[src/rtl/seven_seg_pkg.sv]
// Shared constants for the seven-segment controller: active-low segment
// patterns (a..g = bit 0..6) and the hex-to-segment mapping.
package seven_seg_pkg;

   localparam logic [6:0] SEG_BLANK = 7'h7F;

   localparam logic [6:0] SEG_HEX_0 = 7'b1000000;
   localparam logic [6:0] SEG_HEX_1 = 7'b1111001;
   localparam logic [6:0] SEG_HEX_2 = 7'b0100100;
   localparam logic [6:0] SEG_HEX_3 = 7'b0110000;
   localparam logic [6:0] SEG_HEX_4 = 7'b0011001;
   localparam logic [6:0] SEG_HEX_5 = 7'b0010010;
   localparam logic [6:0] SEG_HEX_6 = 7'b0000010;
   localparam logic [6:0] SEG_HEX_7 = 7'b1111000;
   localparam logic [6:0] SEG_HEX_8 = 7'b0000000;
   localparam logic [6:0] SEG_HEX_9 = 7'b0010000;
   localparam logic [6:0] SEG_HEX_A = 7'b0001000;
   localparam logic [6:0] SEG_HEX_B = 7'b0000011;
   localparam logic [6:0] SEG_HEX_C = 7'b1000110;
   localparam logic [6:0] SEG_HEX_D = 7'b0100001;
   localparam logic [6:0] SEG_HEX_E = 7'b0000110;
   localparam logic [6:0] SEG_HEX_F = 7'b0001110;

   function automatic logic [6:0] hex_to_seg(input logic [3:0] nibble);
      logic [6:0] s;
      case (nibble)
         4'h0: s = SEG_HEX_0;
         4'h1: s = SEG_HEX_1;
         4'h2: s = SEG_HEX_2;
         4'h3: s = SEG_HEX_3;
         4'h4: s = SEG_HEX_4;
         4'h5: s = SEG_HEX_5;
         4'h6: s = SEG_HEX_6;
         4'h7: s = SEG_HEX_7;
         4'h8: s = SEG_HEX_8;
         4'h9: s = SEG_HEX_9;
         4'hA: s = SEG_HEX_A;
         4'hB: s = SEG_HEX_B;
         4'hC: s = SEG_HEX_C;
         4'hD: s = SEG_HEX_D;
         4'hE: s = SEG_HEX_E;
         default: s = SEG_HEX_F;
      endcase
      return s;
   endfunction

endpackage

[src/rtl/seven_seg_display_ctrl_if.sv]
// Bus between a datapath (master) and the seven-segment controller (slave).
// Handshake: load is a one-cycle request; the controller captures
// digit_data/blank/dp_in/bright on any cycle load=1 (there is no ready, a new
// load simply overwrites the pending one). busy=1 means a captured value is
// waiting for the next frame boundary to become visible.
interface seven_seg_display_ctrl_if #(
   parameter int NUM_DIGITS = 4,
   parameter int BRIGHT_W   = 3
);
   logic                    load;
   logic [4*NUM_DIGITS-1:0] digit_data;
   logic [NUM_DIGITS-1:0]   blank;
   logic [NUM_DIGITS-1:0]   dp_in;
   logic [BRIGHT_W-1:0]     bright;
   logic                    busy;
   logic                    frame_done;
   logic [NUM_DIGITS-1:0]   an;
   logic [6:0]              seg;
   logic                    dp;

   modport master (
      output load, digit_data, blank, dp_in, bright,
      input  busy, frame_done, an, seg, dp
   );

   modport slave (
      input  load, digit_data, blank, dp_in, bright,
      output busy, frame_done, an, seg, dp
   );
endinterface

[src/rtl/seven_seg_hex_lut.sv]
// Combinational hex nibble to active-low seven-segment decoder.
module seven_seg_hex_lut
   import seven_seg_pkg::*;
(
   input  logic [3:0] nibble_i,
   output logic [6:0] seg_o
);

   // Pure table lookup
   always_comb seg_o = hex_to_seg(nibble_i);

endmodule

[src/rtl/seven_seg_display_ctrl.sv]
// Time-multiplexed N-digit seven-segment controller (common anode,
// active-low an/seg/dp). Prescaler sets the slot length, the scanner walks
// the digits, a shadow register set is transferred to the active set only at
// frame boundaries so a frame never mixes old and new values, and the top
// prescaler bits drive a PWM brightness gate.
// Optional build macro: LEADING_ZERO_BLANK_EN (suppress leading zero digits).
module seven_seg_display_ctrl
   import seven_seg_pkg::*;
#(
   parameter int NUM_DIGITS = 4,
   parameter int DIVIDE_BY  = 17,
   parameter int BRIGHT_W   = 3
) (
   input  logic clock,
   input  logic reset,
   seven_seg_display_ctrl_if.slave bus
);

   localparam int IDX_W = $clog2(NUM_DIGITS);
   localparam logic [IDX_W-1:0] LAST_IDX = IDX_W'(NUM_DIGITS - 1);

   logic [DIVIDE_BY-1:0]    pre_cnt_q;
   logic [IDX_W-1:0]        digit_idx_q;

   logic [4*NUM_DIGITS-1:0] sh_data_q,   act_data_q;
   logic [NUM_DIGITS-1:0]   sh_blank_q,  act_blank_q;
   logic [NUM_DIGITS-1:0]   sh_dp_q,     act_dp_q;
   logic [BRIGHT_W-1:0]     sh_bright_q, act_bright_q;
   logic                    busy_q,      busy_d;

   logic [NUM_DIGITS-1:0]   an_q,  an_d;
   logic [6:0]              seg_q, seg_d;
   logic                    dp_q,  dp_d;

   logic                    slot_tick;
   logic                    frame_end;
   logic [BRIGHT_W-1:0]     phase;
   logic                    pwm_on;
   logic [3:0]              sel_nib;
   logic                    sel_blank;
   logic                    sel_dp;
   logic                    sel_lz;
   logic [NUM_DIGITS-1:0]   lz_mask;
   logic [6:0]              lut_seg;

   assign slot_tick = &pre_cnt_q;
   assign frame_end = slot_tick && (digit_idx_q == LAST_IDX);
   assign phase     = pre_cnt_q[DIVIDE_BY-1 -: BRIGHT_W];
   // All-ones brightness must be fully on, which phase < bright cannot reach.
   assign pwm_on    = (&act_bright_q) || (phase < act_bright_q);

   // Prescaler free-runs; scanner steps one digit per slot and wraps at the last digit
   always_ff @(posedge clock) begin
      if (!reset) begin
         pre_cnt_q   <= '0;
         digit_idx_q <= '0;
      end else begin
         pre_cnt_q <= pre_cnt_q + 1'b1;
         if (slot_tick)
            digit_idx_q <= (digit_idx_q == LAST_IDX) ? '0 : digit_idx_q + 1'b1;
      end
   end

   // A fresh load keeps busy set even if it lands on a boundary; otherwise the boundary drains it
   always_comb begin
      busy_d = busy_q;
      if (bus.load)
         busy_d = 1'b1;
      else if (frame_end)
         busy_d = 1'b0;
   end

   // Shadow capture on load; shadow-to-active transfer at the frame boundary
   always_ff @(posedge clock) begin
      if (!reset) begin
         sh_data_q    <= '0;
         sh_blank_q   <= '0;
         sh_dp_q      <= '0;
         sh_bright_q  <= '0;
         act_data_q   <= '0;
         act_blank_q  <= '1;
         act_dp_q     <= '0;
         act_bright_q <= '0;
         busy_q       <= 1'b0;
      end else begin
         if (frame_end && busy_q) begin
            act_data_q   <= sh_data_q;
            act_blank_q  <= sh_blank_q;
            act_dp_q     <= sh_dp_q;
            act_bright_q <= sh_bright_q;
         end
         if (bus.load) begin
            sh_data_q   <= bus.digit_data;
            sh_blank_q  <= bus.blank;
            sh_dp_q     <= bus.dp_in;
            sh_bright_q <= bus.bright;
         end
         busy_q <= busy_d;
      end
   end

`ifdef LEADING_ZERO_BLANK_EN
   // Digit i (i>0) is suppressed when it and every more significant digit are zero
   always_comb begin
      logic higher_zero;
      lz_mask     = '0;
      higher_zero = 1'b1;
      for (int i = NUM_DIGITS - 1; i >= 1; i--) begin
         higher_zero = higher_zero && (act_data_q[4*i +: 4] == 4'h0);
         lz_mask[i]  = higher_zero;
      end
   end
`else
   assign lz_mask = '0;
`endif

   // Pick the active fields belonging to the digit currently being scanned
   always_comb begin
      sel_nib   = '0;
      sel_blank = 1'b1;
      sel_dp    = 1'b0;
      sel_lz    = 1'b0;
      for (int i = 0; i < NUM_DIGITS; i++) begin
         if (digit_idx_q == IDX_W'(i)) begin
            sel_nib   = act_data_q[4*i +: 4];
            sel_blank = act_blank_q[i];
            sel_dp    = act_dp_q[i];
            sel_lz    = lz_mask[i];
         end
      end
   end

   seven_seg_hex_lut u_lut (
      .nibble_i (sel_nib),
      .seg_o    (lut_seg)
   );

   // Next output values; a suppressed leading zero keeps its anode only to show a lit dp
   always_comb begin
      an_d  = '1;
      seg_d = SEG_BLANK;
      dp_d  = 1'b1;
      if (pwm_on) begin
         seg_d = sel_lz ? SEG_BLANK : lut_seg;
         dp_d  = ~sel_dp;
         if (!sel_blank && (!sel_lz || sel_dp))
            an_d = ~(NUM_DIGITS'(1) << digit_idx_q);
      end
   end

   // Registered pin drivers
   always_ff @(posedge clock) begin
      if (!reset) begin
         an_q  <= '1;
         seg_q <= SEG_BLANK;
         dp_q  <= 1'b1;
      end else begin
         an_q  <= an_d;
         seg_q <= seg_d;
         dp_q  <= dp_d;
      end
   end

   assign bus.an         = an_q;
   assign bus.seg        = seg_q;
   assign bus.dp         = dp_q;
   assign bus.busy       = busy_q;
   assign bus.frame_done = frame_end;

endmodule

[src/flat_wrapper.sv]
// flat-port wrapper written by rule: the top's interface ports become plain ports
module seven_seg_display_ctrl_flat import seven_seg_pkg::*;
#(
   parameter int NUM_DIGITS = 4,
   parameter int DIVIDE_BY  = 17,
   parameter int BRIGHT_W   = 3
)
  (clock, reset, bus_load, bus_digit_data, bus_blank, bus_dp_in, bus_bright, bus_busy, bus_frame_done, bus_an, bus_seg, bus_dp);
  seven_seg_display_ctrl_if #(.NUM_DIGITS(NUM_DIGITS), .BRIGHT_W(BRIGHT_W)) bus_i ();
  input  logic clock;
  input  logic reset;
  input wire logic [$bits(bus_i.load)-1:0] bus_load;
  input wire logic [$bits(bus_i.digit_data)-1:0] bus_digit_data;
  input wire logic [$bits(bus_i.blank)-1:0] bus_blank;
  input wire logic [$bits(bus_i.dp_in)-1:0] bus_dp_in;
  input wire logic [$bits(bus_i.bright)-1:0] bus_bright;
  output wire logic [$bits(bus_i.busy)-1:0] bus_busy;
  output wire logic [$bits(bus_i.frame_done)-1:0] bus_frame_done;
  output wire logic [$bits(bus_i.an)-1:0] bus_an;
  output wire logic [$bits(bus_i.seg)-1:0] bus_seg;
  output wire logic [$bits(bus_i.dp)-1:0] bus_dp;
  assign bus_i.load = bus_load;
  assign bus_i.digit_data = bus_digit_data;
  assign bus_i.blank = bus_blank;
  assign bus_i.dp_in = bus_dp_in;
  assign bus_i.bright = bus_bright;
  assign bus_busy = bus_i.busy;
  assign bus_frame_done = bus_i.frame_done;
  assign bus_an = bus_i.an;
  assign bus_seg = bus_i.seg;
  assign bus_dp = bus_i.dp;
  seven_seg_display_ctrl #(.NUM_DIGITS(NUM_DIGITS), .DIVIDE_BY(DIVIDE_BY), .BRIGHT_W(BRIGHT_W)) u_core (.clock(clock), .reset(reset), .bus(bus_i));
endmodule
[config.mk]
export PLATFORM = sky130hd
export DESIGN_NAME = seven_seg_display_ctrl_flat
export DESIGN_NICKNAME = d
export VERILOG_FILES = /design/src/rtl/seven_seg_pkg.sv /design/src/rtl/seven_seg_display_ctrl_if.sv /design/src/rtl/seven_seg_hex_lut.sv /design/src/rtl/seven_seg_display_ctrl.sv /design/src/flat_wrapper.sv
export SDC_FILE = /design/constraint.sdc
export NUM_CORES = 1
export LEC_CHECK = 0
export CORE_ASPECT_RATIO = 0.5
export CORE_MARGIN = 2
export CORE_UTILIZATION = 50
export CTS_BUF_LIST = sky130_fd_sc_hd__clkbuf_2 sky130_fd_sc_hd__clkbuf_4 sky130_fd_sc_hd__clkbuf_8
export CTS_CLUSTER_SIZE = 16
export DETAILED_ROUTE_END_ITERATION = 8
export HOLD_SLACK_MARGIN = 0.05
export PLACE_DENSITY = 0.79
export SETUP_SLACK_MARGIN = 0.2
export SYNTH_ARGS = -nofsm -noshare
export SYNTH_HDL_FRONTEND = slang
export SYNTH_SLANG_ARGS = --single-unit
[constraint.sdc]
create_clock -name clock -period 2 [get_ports clock]
set_input_delay 0.2 -clock clock [delete_from_list [all_inputs] [get_ports clock]]
set_output_delay 0.2 -clock clock [all_outputs]
set_load 0.05 [all_outputs]
==> flow_metrics.env <==
export IMPL_status="finished, violations left"
export IMPL_violations="setup timing"
export IMPL_path_cells="nand4_1 > nor4_4 > and3_4 > ha_4 > nand2_4 > clkinvlp_4 > buf_6 > buf_12"
export IMPL_rr_worst_depth=10
export IMPL_synth_area_um2=3710
export IMPL_worstReg2RegEnd="u_core.act_data_q[6]"
export IMPL_cts_htree_levels=3
export IMPL_first_pass_iters=4
export IMPL_antenna_found_initial=0
export IMPL_finalSetupViolCount=25
export IMPL_grt_pass1_wl_um=12100
export IMPL_rsz0062_at_grt="yes"
export IMPL_clk_pin_slew_ns=0.08
export IMPL_rows=22
export IMPL_drc=0
export IMPL_drive_above_1_share_pct=28.5
export IMPL_min_period_ns=2.13
export IMPL_max_cap_violations=0
export IMPL_hold_path_end="u_core.act_data_q[15]"
export IMPL_globalRouteTotalUtil_pct=18.4
export IMPL_yosysSeqAreaShare_pct=46.4
export IMPL_min_path_cells=2
export IMPL_io_buffer_count=43
export IMPL_power_density_nw_per_um2=635
export IMPL_yosys_area_top_type="dfxtp_1"
export IMPL_area_growth_synth_to_final_pct=39.8
export IMPL_finClkSkew_ns=0.00950
export IMPL_wl_per_cell_um=13.9
export IMPL_fillers=504
export IMPL_setup_slack_ns=-0.132
export IMPL_insertion_delay_ns=0.36
export IMPL_grt_ovfl_total=0
export IMPL_ant_nets=0
export IMPL_cts_root_buf="clkbuf_8"
export IMPL_timing_rr_start="u_core.pre_cnt_q[10]"
export IMPL_cts_buffer_depth=2
export IMPL_ir_drop_mv=0.286
export IMPL_syn_area_per_cell_um2=9.28
export IMPL_synth_flop_cell="dfxtp_1"
export IMPL_arrival_ns=1.93
export IMPL_worstSetupPathType="flip-flop to output port"
export IMPL_dp_hpwl_um=4690
export IMPL_numCtsBuffers=9
export IMPL_r2r_setup_slack_ns=-0.08
export IMPL_maxSlewHeadroom_pct=66.5
export IMPL_p_leak_nw=2.05
export IMPL_timing_final_crit_share_pct=107
export IMPL_max_stage_delay_ns=0.34
export IMPL_die_y_um=64.9
export IMPL_cts_tree="built"
export IMPL_ys_ff_latch=86
export IMPL_fmax_mhz=469
export IMPL_drt_iter0_drc=142
export IMPL_routed_wl_um=7990
export IMPL_worst_pin_slew_ns=0.501
export IMPL_vias_per_cell=5.16
export IMPL_cp_max_fo=2
export IMPL_utilization_pct=71.4
export IMPL_synthesis_nets=444
export IMPL_die_w_um=126
export IMPL_final_nets=519
export IMPL_clkSinkCount=86
export IMPL_grt_start_max_net_pins=41
export IMPL_place_congestion=0.885
export IMPL_hold_viol=0
export IMPL_vias=2974
export IMPL_yosysWarnings=0
export IMPL_setup_tns_ns=-1.25
export IMPL_antenna_cells=0
export IMPL_ios=44
export IMPL_synthCells=400
export IMPL_synth_edf_count=0
export IMPL_yosys_top_cells_area="dfxtp_1 46%, mux2i_1 7.8%, nand2_1 7.5%, nor2b_1 6.1%, a21boi_0 4.9%"
export IMPL_synth_top_cell_area_share_pct=46.4
export IMPL_p_total_mw=3.29
export IMPL_cp_required_ns=1.80
export IMPL_coreArea_um2=7270
export IMPL_async_reset_ff_share_pct=0
export IMPL_crit_path_start_kind="flip-flop"
export IMPL_min_from="reset"
export IMPL_endpoint_kind="output port"
export IMPL_die_area_um2=8170
export IMPL_cts_hold_buf=0
export IMPL_critPathSlowestCell="nor4_4"
export IMPL_ys_types=41
export IMPL_grt_pass1_vias=2715
export IMPL_min_path_type="input port to flip-flop"
export IMPL_start_util_pct=51.1
export IMPL_final_max_slew_viol_count=0
how the worst max path moves through the flow:
stage / to / cells after the start / from
6_report: bus_frame_done / 8 / u_core.pre_cnt_q[10]
5_1_grt: bus_frame_done / 8 / u_core.pre_cnt_q[7]
4_1_cts: bus_frame_done / 8 / u_core.pre_cnt_q[8]
3_5_place_dp: u_core.bus.seg[5] / 6 / u_core.digit_idx_q[0]
3_3_place_gp: u_core.bus.seg[0] / 7 / u_core.digit_idx_q[0]
2_1_floorplan: u_core.act_data_q[10] / 11 / u_core.pre_cnt_q[1]
cell type report:
type                       instances  area (um2)  share of cell area [%]
clock buffer                      12         153                    2.94
clock inverter                     4        70.1                    1.35
inverter                          11        50.0                   0.965
multi-input combinational        282        2220                    42.8
sequential                        86        1740                    33.5
tap                               96         120                    2.31
timing repair buffer              85         840                    16.2
critical path: cells and delay by family (launching register included):
kind	cells	cell delay [ns]
adder cells (fa/ha/maj)	1	0.14
buffers and inverters	3	0.29
flip-flops	1	0.33
AND/OR/NAND/NOR	4	0.81
what timing repair did:
| action | in CTS | in global routing |
|---|---|---|
| endpoints found under the setup margin | 36 | 40 |
| cloned | 0 | 3 |
| gates resized for setup | 43 | 56 |
| pin swaps | 25 | 24 |
| buffers inserted | 17 | 6 |
per-stage QoR:
| step | instance area [um2] | setup slack, ns | hold WS (ns) | instances |
|---|---|---|---|---|
| global route | 5190 | -0.213 | 0.146 | 576 |
| CTS | 4970 | -0.141 | 0.123 | 567 |
| floorplan | 3880 | -0.0166 | 0.369 | 400 |
| detailed placement | 4450 | -0.00213 | 0.436 | 534 |
| global placement | 4450 | 0.0306 | 0.430 | 534 |
| finish | 5190 | -0.132 | 0.140 | 576 |
cell usage in the layout (no fill, tap or decap), drive strengths merged:
master | Yosys | layout
clkinv | 0 | 2
nor3 | 5 | 5
nor3b | 3 | 3
bufinv | 0 | 2
and3 | 5 | 5
clkinvlp | 0 | 1
and2 | 15 | 15
nand2 | 74 | 74
a211o | 1 | 1
a311oi | 2 | 2
a211oi | 2 | 2
a221o | 3 | 3
a21boi | 24 | 24
buf | 11 | 44
nand2b | 1 | 1
o211a | 1 | 1
nor2b | 36 | 36
clkbuf | 10 | 13
nand3 | 11 | 11
ha | 14 | 14
xnor2 | 8 | 8
o21ai | 8 | 8
dfxtp | 86 | 86
xor2 | 5 | 5
a21oi | 6 | 6
nand3b | 4 | 4
a221oi | 1 | 1
clkdlybuf4s50 | 0 | 39
mux2i | 29 | 29
o211ai | 3 | 3
dlygate4sd2 | 0 | 1
nor2 | 10 | 10
inv | 11 | 10
nor4 | 1 | 1
nand4 | 3 | 3
o221ai | 1 | 1
or3 | 2 | 2
o31ai | 1 | 1
a32o | 1 | 1
a311o | 2 | 2
cells by family after synthesis:
| group | Yosys count | synth area share [%] |
|---|---|---|
| flip-flops | 86 | 46.4 |
| AND/OR/NAND/NOR | 170 | 22.8 |
| XOR/XNOR | 13 | 3.07 |
| AO/OA/AOI/OAI | 56 | 11.5 |
| buffers and inverters | 32 | 3.68 |
| adder cells (fa/ha/maj) | 14 | 4.72 |
| multiplexers | 29 | 7.82 |
metal layers:
metal / share of wire, % / up-vias / wire [um] / global-route usage (%)
li1: - / 1499 / - / -
met5: 0 / - / 0 / 0
met4: 2.8 / 0 / 221 / 7.55
met1: 47 / 1394 / 3740 / 23.0
met2: 47 / 56 / 3730 / 29.8
met3: 3.7 / 25 / 294 / 5.86
synthesized netlist by cell type, drive strengths merged, types with 3 or more instances:
| library cell | number |
|---|---|
| nor2 | 10 |
| xnor2 | 8 |
| nor3 | 5 |
| nand3b | 4 |
| dfxtp | 86 |
| nand2 | 74 |
| mux2i | 29 |
| and2 | 15 |
| and3 | 5 |
| clkbuf | 10 |
| o211ai | 3 |
| nand3 | 11 |
| xor2 | 5 |
| buf | 11 |
| a221o | 3 |
| ha | 14 |
| a21boi | 24 |
| nor3b | 3 |
| o21ai | 8 |
| a21oi | 6 |
| inv | 11 |
| nor2b | 36 |
| nand4 | 3 |
power by group:
part           leakage, nW  switching [mW]  internal [mW]
Clock                0.117           0.576          0.761
Sequential           0.704          0.0289           1.75
Combinational         1.23          0.0678          0.113
registers in the layout (all words and copies together) (netlist names):
| name | cells |
|---|---|
| u_core.sh_dp_q | 4 |
| u_core.sh_bright_q | 3 |
| u_core.pre_cnt_q | 17 |
| u_core.act_data_q | 16 |
| u_core.bus.an | 4 |
| u_core.act_bright_q | 3 |
| u_core.bus.dp | 1 |
| u_core.bus.seg | 7 |
| u_core.act_blank_q | 4 |
| u_core.act_dp_q | 4 |
| u_core.sh_data_q | 16 |
| u_core.digit_idx_q | 2 |
| u_core.bus.busy | 1 |
| u_core.sh_blank_q | 4 |
Note: power is estimated with default switching activity, not from simulation.
